**src/rtl/piso_ctrl_pkg.sv**
```systemverilog
// Shared encodings and sizing helpers for the framed PISO transmit controller.
package piso_ctrl_pkg;

  localparam logic [1:0] ST_IDLE  = 2'd0;
  localparam logic [1:0] ST_START = 2'd1;
  localparam logic [1:0] ST_DATA  = 2'd2;
  localparam logic [1:0] ST_STOP  = 2'd3;

  localparam logic LINE_IDLE = 1'b1;

  typedef enum logic [1:0] {
    S_IDLE  = ST_IDLE,
    S_START = ST_START,
    S_DATA  = ST_DATA,
    S_STOP  = ST_STOP
  } state_e;

  // Counter width that can hold 0..n-1, never narrower than one bit.
  function automatic int unsigned cnt_width(input int unsigned n);
    return (n > 1) ? $clog2(n) : 1;
  endfunction

endpackage

```
**src/rtl/bit_tick_timer.sv**
```systemverilog
// Bit-period down-counter: tick_c marks the last clock of each BIT_CYCLES period.
module bit_tick_timer
  import piso_ctrl_pkg::*;
#(
  parameter int unsigned BIT_CYCLES = 1
) (
  input  logic clk,
  input  logic rst,
  input  logic clr,
  output logic tick_c
);

  localparam int unsigned   TW     = cnt_width(BIT_CYCLES);
  localparam logic [TW-1:0] RELOAD = TW'(BIT_CYCLES - 1);

  logic [TW-1:0] cnt;

  // Reload on clear or at terminal count so the next period starts cleanly.
  always_ff @(posedge clk) begin
    if (rst || clr || tick_c) cnt <= RELOAD;
    else                      cnt <= cnt - TW'(1);
  end

  assign tick_c = (cnt == '0);

endmodule

```
**src/rtl/piso_frame_tx_ctrl.sv**
```systemverilog
// Framed serial transmitter: accepts a word, sends start bit, WIDTH data bits MSB first, stop bit.
module piso_frame_tx_ctrl
  import piso_ctrl_pkg::*;
#(
  parameter int unsigned WIDTH      = 4,
  parameter int unsigned BIT_CYCLES = 1
) (
  input  logic             clk,
  input  logic             rst,
  input  logic [WIDTH-1:0] in_data,
  input  logic             in_valid,
  output logic             in_ready,
  output logic             serial_out,
  output logic             busy,
  output logic             done
);

  localparam int unsigned   BW       = cnt_width(WIDTH);
  localparam logic [BW-1:0] LAST_BIT = BW'(WIDTH - 1);

  state_e           state, state_n;
  logic [WIDTH-1:0] shift_reg, shift_n;
  logic [BW-1:0]    bit_cnt, bit_n;
  logic             serial_n, busy_n, done_n, ready_n;
  logic             tick_c;
  logic             timer_clr_c;

  assign timer_clr_c = (state == S_IDLE);

  bit_tick_timer #(
    .BIT_CYCLES (BIT_CYCLES)
  ) u_timer (
    .clk    (clk),
    .rst    (rst),
    .clr    (timer_clr_c),
    .tick_c (tick_c)
  );

  always_ff @(posedge clk) begin
    if (rst) begin
      state      <= S_IDLE;
      shift_reg  <= '0;
      bit_cnt    <= '0;
      serial_out <= LINE_IDLE;
      busy       <= 1'b0;
      done       <= 1'b0;
      in_ready   <= 1'b1;
    end else begin
      state      <= state_n;
      shift_reg  <= shift_n;
      bit_cnt    <= bit_n;
      serial_out <= serial_n;
      busy       <= busy_n;
      done       <= done_n;
      in_ready   <= ready_n;
    end
  end

  always_comb begin
    state_n = state;
    shift_n = shift_reg;
    bit_n   = bit_cnt;

    unique case (state)
      S_IDLE: begin
        if (in_valid) begin
          shift_n = in_data;
          state_n = S_START;
        end
      end
      S_START: begin
        if (tick_c) begin
          state_n = S_DATA;
          bit_n   = '0;
        end
      end
      S_DATA: begin
        if (tick_c) begin
          shift_n = {shift_reg[WIDTH-2:0], 1'b0};
          if (bit_cnt == LAST_BIT) state_n = S_STOP;
          else                     bit_n   = bit_cnt + BW'(1);
        end
      end
      S_STOP: begin
        if (tick_c) state_n = S_IDLE;
      end
      default: state_n = S_IDLE;
    endcase

    // Outputs are registered, so they are derived from the upcoming state.
    unique case (state_n)
      S_START: serial_n = 1'b0;
      S_DATA:  serial_n = shift_n[WIDTH-1];
      default: serial_n = LINE_IDLE;
    endcase
    busy_n  = (state_n != S_IDLE);
    ready_n = (state_n == S_IDLE);
    done_n  = (state == S_STOP) && (state_n == S_IDLE);
  end

endmodule

```
**config.mk**
```make
export PLATFORM = sky130hd
export DESIGN_NAME = piso_frame_tx_ctrl
export DESIGN_NICKNAME = d
export VERILOG_FILES = /design/src/rtl/piso_ctrl_pkg.sv /design/src/rtl/bit_tick_timer.sv /design/src/rtl/piso_frame_tx_ctrl.sv
export SDC_FILE = /design/constraint.sdc
export NUM_CORES = 1
export LEC_CHECK = 0
export CAP_MARGIN = 10
export CORE_MARGIN = 3
export CORE_UTILIZATION = 30
export DETAILED_ROUTE_END_ITERATION = 12
export PLACE_DENSITY = 0.49
export REMOVE_ABC_BUFFERS = 1
export SLEW_MARGIN = 20
export SYNTH_ARGS = -nofsm -noshare
export SYNTH_HDL_FRONTEND = slang
export SYNTH_HIERARCHICAL = 1
export SYNTH_SLANG_ARGS = --single-unit
```
**constraint.sdc**
```tcl
create_clock -name clk -period 1.5 [get_ports clk]
set_input_delay 0.15 -clock clk [delete_from_list [all_inputs] [get_ports clk]]
set_output_delay 0.15 -clock clk [all_outputs]
set_load 0.05 [all_outputs]
```
---- Word-level counts from Yosys, hierarchy flattened ----
Index checks and enable logic that the tools add are counted.
operators by class
  $add $sub $neg .......................... 2
  equality and inequality tests ........... 10
  multiplexer cells ....................... 14
  bitwise logic cells ..................... 1
  reduce and logical (&&, ||, !) cells .... 10
operator list
  cell                                           count
  2-to-1 mux 2 bit                               8
  == test 2 bit, second input constant           4
  2-to-1 mux 4 bit                               2
  != test 2 bit, second input constant           4
  case mux 2 bit (4 select lines)                1
  case mux 4 bit (2 select lines)                1
  nonzero test 2 bit                             3
  == test 2 x 1 -> 1 bit, second input constant  2
  zero test 2 bit                                2
  case mux 2 bit (2 select lines)                1
  AND reduction 4 bit                            1
  AND reduction 3 bit                            1
  adder 2 x 1 -> 2 bit, second input constant    1
  logical OR 1 bit                               2
  case mux 1 bit (2 select lines)                1
  logical AND 1 bit                              1
  NOT 1 bit                                      1
  subtractor 1 bit, second input constant        1
storage, ports and cells
  register bits ........................... 13
  input bits .............................. 7
  output and inout port bits .............. 4
  word-level logic and storage cells ...... 46

---- Logic depth before layout (Yosys ltp) ----
Gate-level depths: netlist of the first run.
  depth in word-level cells ............... 6
  gate-level depth with buffers ........... 6
  gate-level depth less buffers ........... 5

---- Modules after synthesis ----
Netlist of the first run, hierarchy kept.
modules (own cells, without submodules)
  module              times used  cells each  area an instance (µm²)  sequential area each (µm²)
  piso_frame_tx_ctrl  1           64          550.5                   240.2
  bit_tick_timer      1           3           27.5                    20.0

---- Worst setup path after synthesis of the first run ----
No wires, ideal clock.
  path type ............................... reg2reg
  from .................................... register bit_cnt[0]
  to ...................................... register serial_out
  setup time .............................. 0.137 ns
  arrival time ............................ 1.118 ns
  required time ........................... 1.363 ns
  path slack .............................. 0.244 ns
  cell stages (with the launch flop) ...... 6
  buffers on the path ..................... 0
  clock period less this slack ............ 1.256 ns
  cell sequence ........................... dfxtp_1 > ha_1 > and3_1 > o31ai_1 > and2_1 > a22oi_1
on the way
  cells in the longest elaborated chain, start to end .. 6
  elaborated cells on any way between the ends .. 7
  those cells by class .................... eq/ne: 3; mux: 4
RTL lines
  item                                                            RTL line                  RTL
  start: declaration                                              piso_frame_tx_ctrl.sv:23  logic [BW-1:0] bit_cnt, bit_n;
  start signal: assignment                                        piso_frame_tx_ctrl.sv:51  bit_cnt <= bit_n;
  == test 2 bit (*)                                               piso_frame_tx_ctrl.sv:80  if (bit_cnt == LAST_BIT) state_n = S_STOP;
  2-to-1 mux 2 bit (*)                                            piso_frame_tx_ctrl.sv:80
  2-to-1 mux 2 bit (*)                                            piso_frame_tx_ctrl.sv:78  if (tick_c) begin
  case mux 2 bit (4 select lines) (*)                             piso_frame_tx_ctrl.sv:64  unique case (state)
  == test 2 bit / == test 2 x 1 -> 1 bit (equally long branches)  piso_frame_tx_ctrl.sv:91  unique case (state_n)
  case mux 1 bit (2 select lines) (*)                             piso_frame_tx_ctrl.sv:91
  end signal: assignment                                          piso_frame_tx_ctrl.sv:52  serial_out <= serial_n;
  end: declaration                                                piso_frame_tx_ctrl.sv:13  output logic serial_out,
Mark *: on every way between the ends. The rest lies on a longest branch, timed or not.
A chain may end at the register's enable or synchronous reset.

---- Final worst setup path of the first run ----
Ends and elaborated chain as after synthesis.

==> impl_metrics.tcl, run 1 <==
set metrics [dict create \
    postSynthCellCount 66 \
    grt_pass1_vias 461 \
    cts_buffers 3 \
    layout-drive-gt1-share_pct 18.3 \
    portBuffers 10 \
    start_util_pct 32.6 \
    routed_wl_mm 1.16 \
    rsz0062_at_grt "no" \
    clkSinkCount 13 \
    critPathArrivalTime_ns 1.49 \
    critical_path_depth 5 \
    postCtsHoldBufs 0 \
    crit_chain "ha_1, and3_1, o31ai_1, and2_1, a22oi_1" \
    grt_pass1_wl_mm 1.95 \
    powerDensity_nw_per_um2 1030 \
    cts_tree "yes" \
    grt_max_degree 13 \
    fp.dieH_um 49.8 \
    firstDrtPassIters 4 \
    track_usage_pct 10.6 \
    cts_buffer_depth 2 \
    cap_violations 0 \
    drt_iter0_markers 4 \
    largest_reg_flops 4 \
    die_w_um 49.8 \
    finalClockSkew_ns 0.00565 \
    status "finished clean" \
    num_rows 15 \
    post-route-period-util_pct 89.9 \
    p_leak_nw 0.307 \
    min_period_ns 1.35 \
    vias 497 \
    start_kind "register" \
    worstSetupPathType "reg2reg" \
    num-nets-final 91 \
    path_max_fanout 4 \
    nFillCells 206 \
    vias_per_cell 4.64 \
    hold_class "reg2reg" \
    post_drt_wl_per_cell_um 10.9 \
    cp_top_family "simple AND/OR/NAND/NOR gates" \
    grt_overflow 0 \
    cts_resized 0 \
    clockRootBuffer "clkbuf_4" \
    core_area_um2 1760 \
    synth.avg_cell_area_um2 8.70 \
    cp-end-kind "register" \
    whs_ns 0.462 \
    setup_violations 0 \
    clk_pin_slew_ns 0.08 \
    hold_depth 2 \
    syn_area_um2 574 \
    hold_violations 0 \
    peakVddDrop_mv 0.402 \
    max_freq_mhz 742 \
    power_mw 0.772 \
    post_cts_buffers 0 \
    syn2layout_area_growth_pct 30.1 \
    n_antenna_cell 0 \
    htreeDepth 1 \
    cp.required_ns 1.64 \
    drv_slew 0 \
    fin_cells 107 \
    dpl.cell_count 103 \
    slowest_stage "dfxtp_1" \
    ff2ff_setup_slack_ns 0.15 \
    gp_congestion 0.742 \
    setup_tns_ns 0 \
    cp_num_buf_inv 0 \
    ant_nets 0 \
    die_area_um2 2480 \
    worstRegToRegCells 5 \
    route.detailed.drc 0 \
    io_pins 11 \
    yosys_warnings 6 \
    antenna_found_initial 0 \
    hpwl_um 846 \
    max_stage_delay_ns 0.34 \
    clk_latency_ns 0.27 \
]
## placed cells by master, fill, tap and decap left out, types with 2 or more instances in the layout
master           instances
nand2b_1                 3
or2_0                    2
a21oi_1                  6
clkbuf_4                 3
a32oi_1                  3
nand2_1                  7
inv_1                    3
buf_4                   10
nor2b_1                  3
dfxtp_1                 12
clkdlybuf4s50_1          6
o21ai_1                  2
nor2_1                   4
nor3_1                   2
## tightest hold or removal path, stage by stage (launching register included)
cell,delay (ns)
dfxtp_1,0.32
nand2_1,0.05
a21oi_1,0.05
## area by class of cell
class                           count  area, µm²  area share, %
Inverter                            3       11.3           1.51
Tap cell                           25       31.3           4.19
Multi-Input combinational cell     46        282           37.7
Clock buffer                        4       26.3           3.52
Timing Repair Buffer               16        135           18.1
Sequential cell                    13        262           35.0
## worst paths after layout
check,start,end
worst max register to register,bit_cnt[0],serial_out
worst min register to register,shift_reg[2],shift_reg[2]
worst min-delay path,shift_reg[2],shift_reg[2]
worst max-delay path,bit_cnt[0],serial_out
## metal layers
layer	vias up	part of all wire, %	track usage [%]
met5	-	0	0
met4	0	1.5	9.68
met3	2	4.3	1.81
met2	10	44	15.9
met1	225	50	12.9
li1	260	-	-
## stage by stage
step | util, % | setup slack, ns | cell area [µm²]
CTS | 42.3 | 0.0981 | 746
global placement | 40.8 | 0.0662 | 719
detailed placement | 40.8 | 0.0376 | 719
floorplan | - | 0.242 | 553
finish | 42.3 | 0.152 | 747
global route | 42.3 | 0.0783 | 747
## power breakdown
part           total [mW]  switching [mW]  internal (mW)  leakage, nW
logic               0.162          0.0887         0.0737        0.184
registers           0.393          0.0217          0.372        0.108
clock network       0.216           0.113          0.103       0.0150
No activity file was read; power rests on OpenSTA's default activity.
==> run 2, diff against run 1 <==
--- a/config.mk
+++ b/config.mk
@@ -9,6 +9,7 @@
 export CORE_MARGIN = 3
 export CORE_UTILIZATION = 30
 export DETAILED_ROUTE_END_ITERATION = 12
+export GPL_TIMING_DRIVEN = 1
 export PLACE_DENSITY = 0.49
 export REMOVE_ABC_BUFFERS = 1
 export SLEW_MARGIN = 20
==> results of run 2 <==
No change in the layout: final DEF, timing and power equal those of run 1.
==> run 3, diff against run 2 <==
--- a/config.mk
+++ b/config.mk
@@ -8,11 +8,12 @@
 export CAP_MARGIN = 10
 export CORE_MARGIN = 3
 export CORE_UTILIZATION = 30
+export CTS_CLUSTER_SIZE = 40
 export DETAILED_ROUTE_END_ITERATION = 12
 export GPL_TIMING_DRIVEN = 1
 export PLACE_DENSITY = 0.49
 export REMOVE_ABC_BUFFERS = 1
-export SLEW_MARGIN = 20
+export SLEW_MARGIN = 40
 export SYNTH_ARGS = -nofsm -noshare
 export SYNTH_HDL_FRONTEND = slang
 export SYNTH_HIERARCHICAL = 1
==> results of run 3 <==
No change in the layout: final DEF, timing and power equal those of run 1.
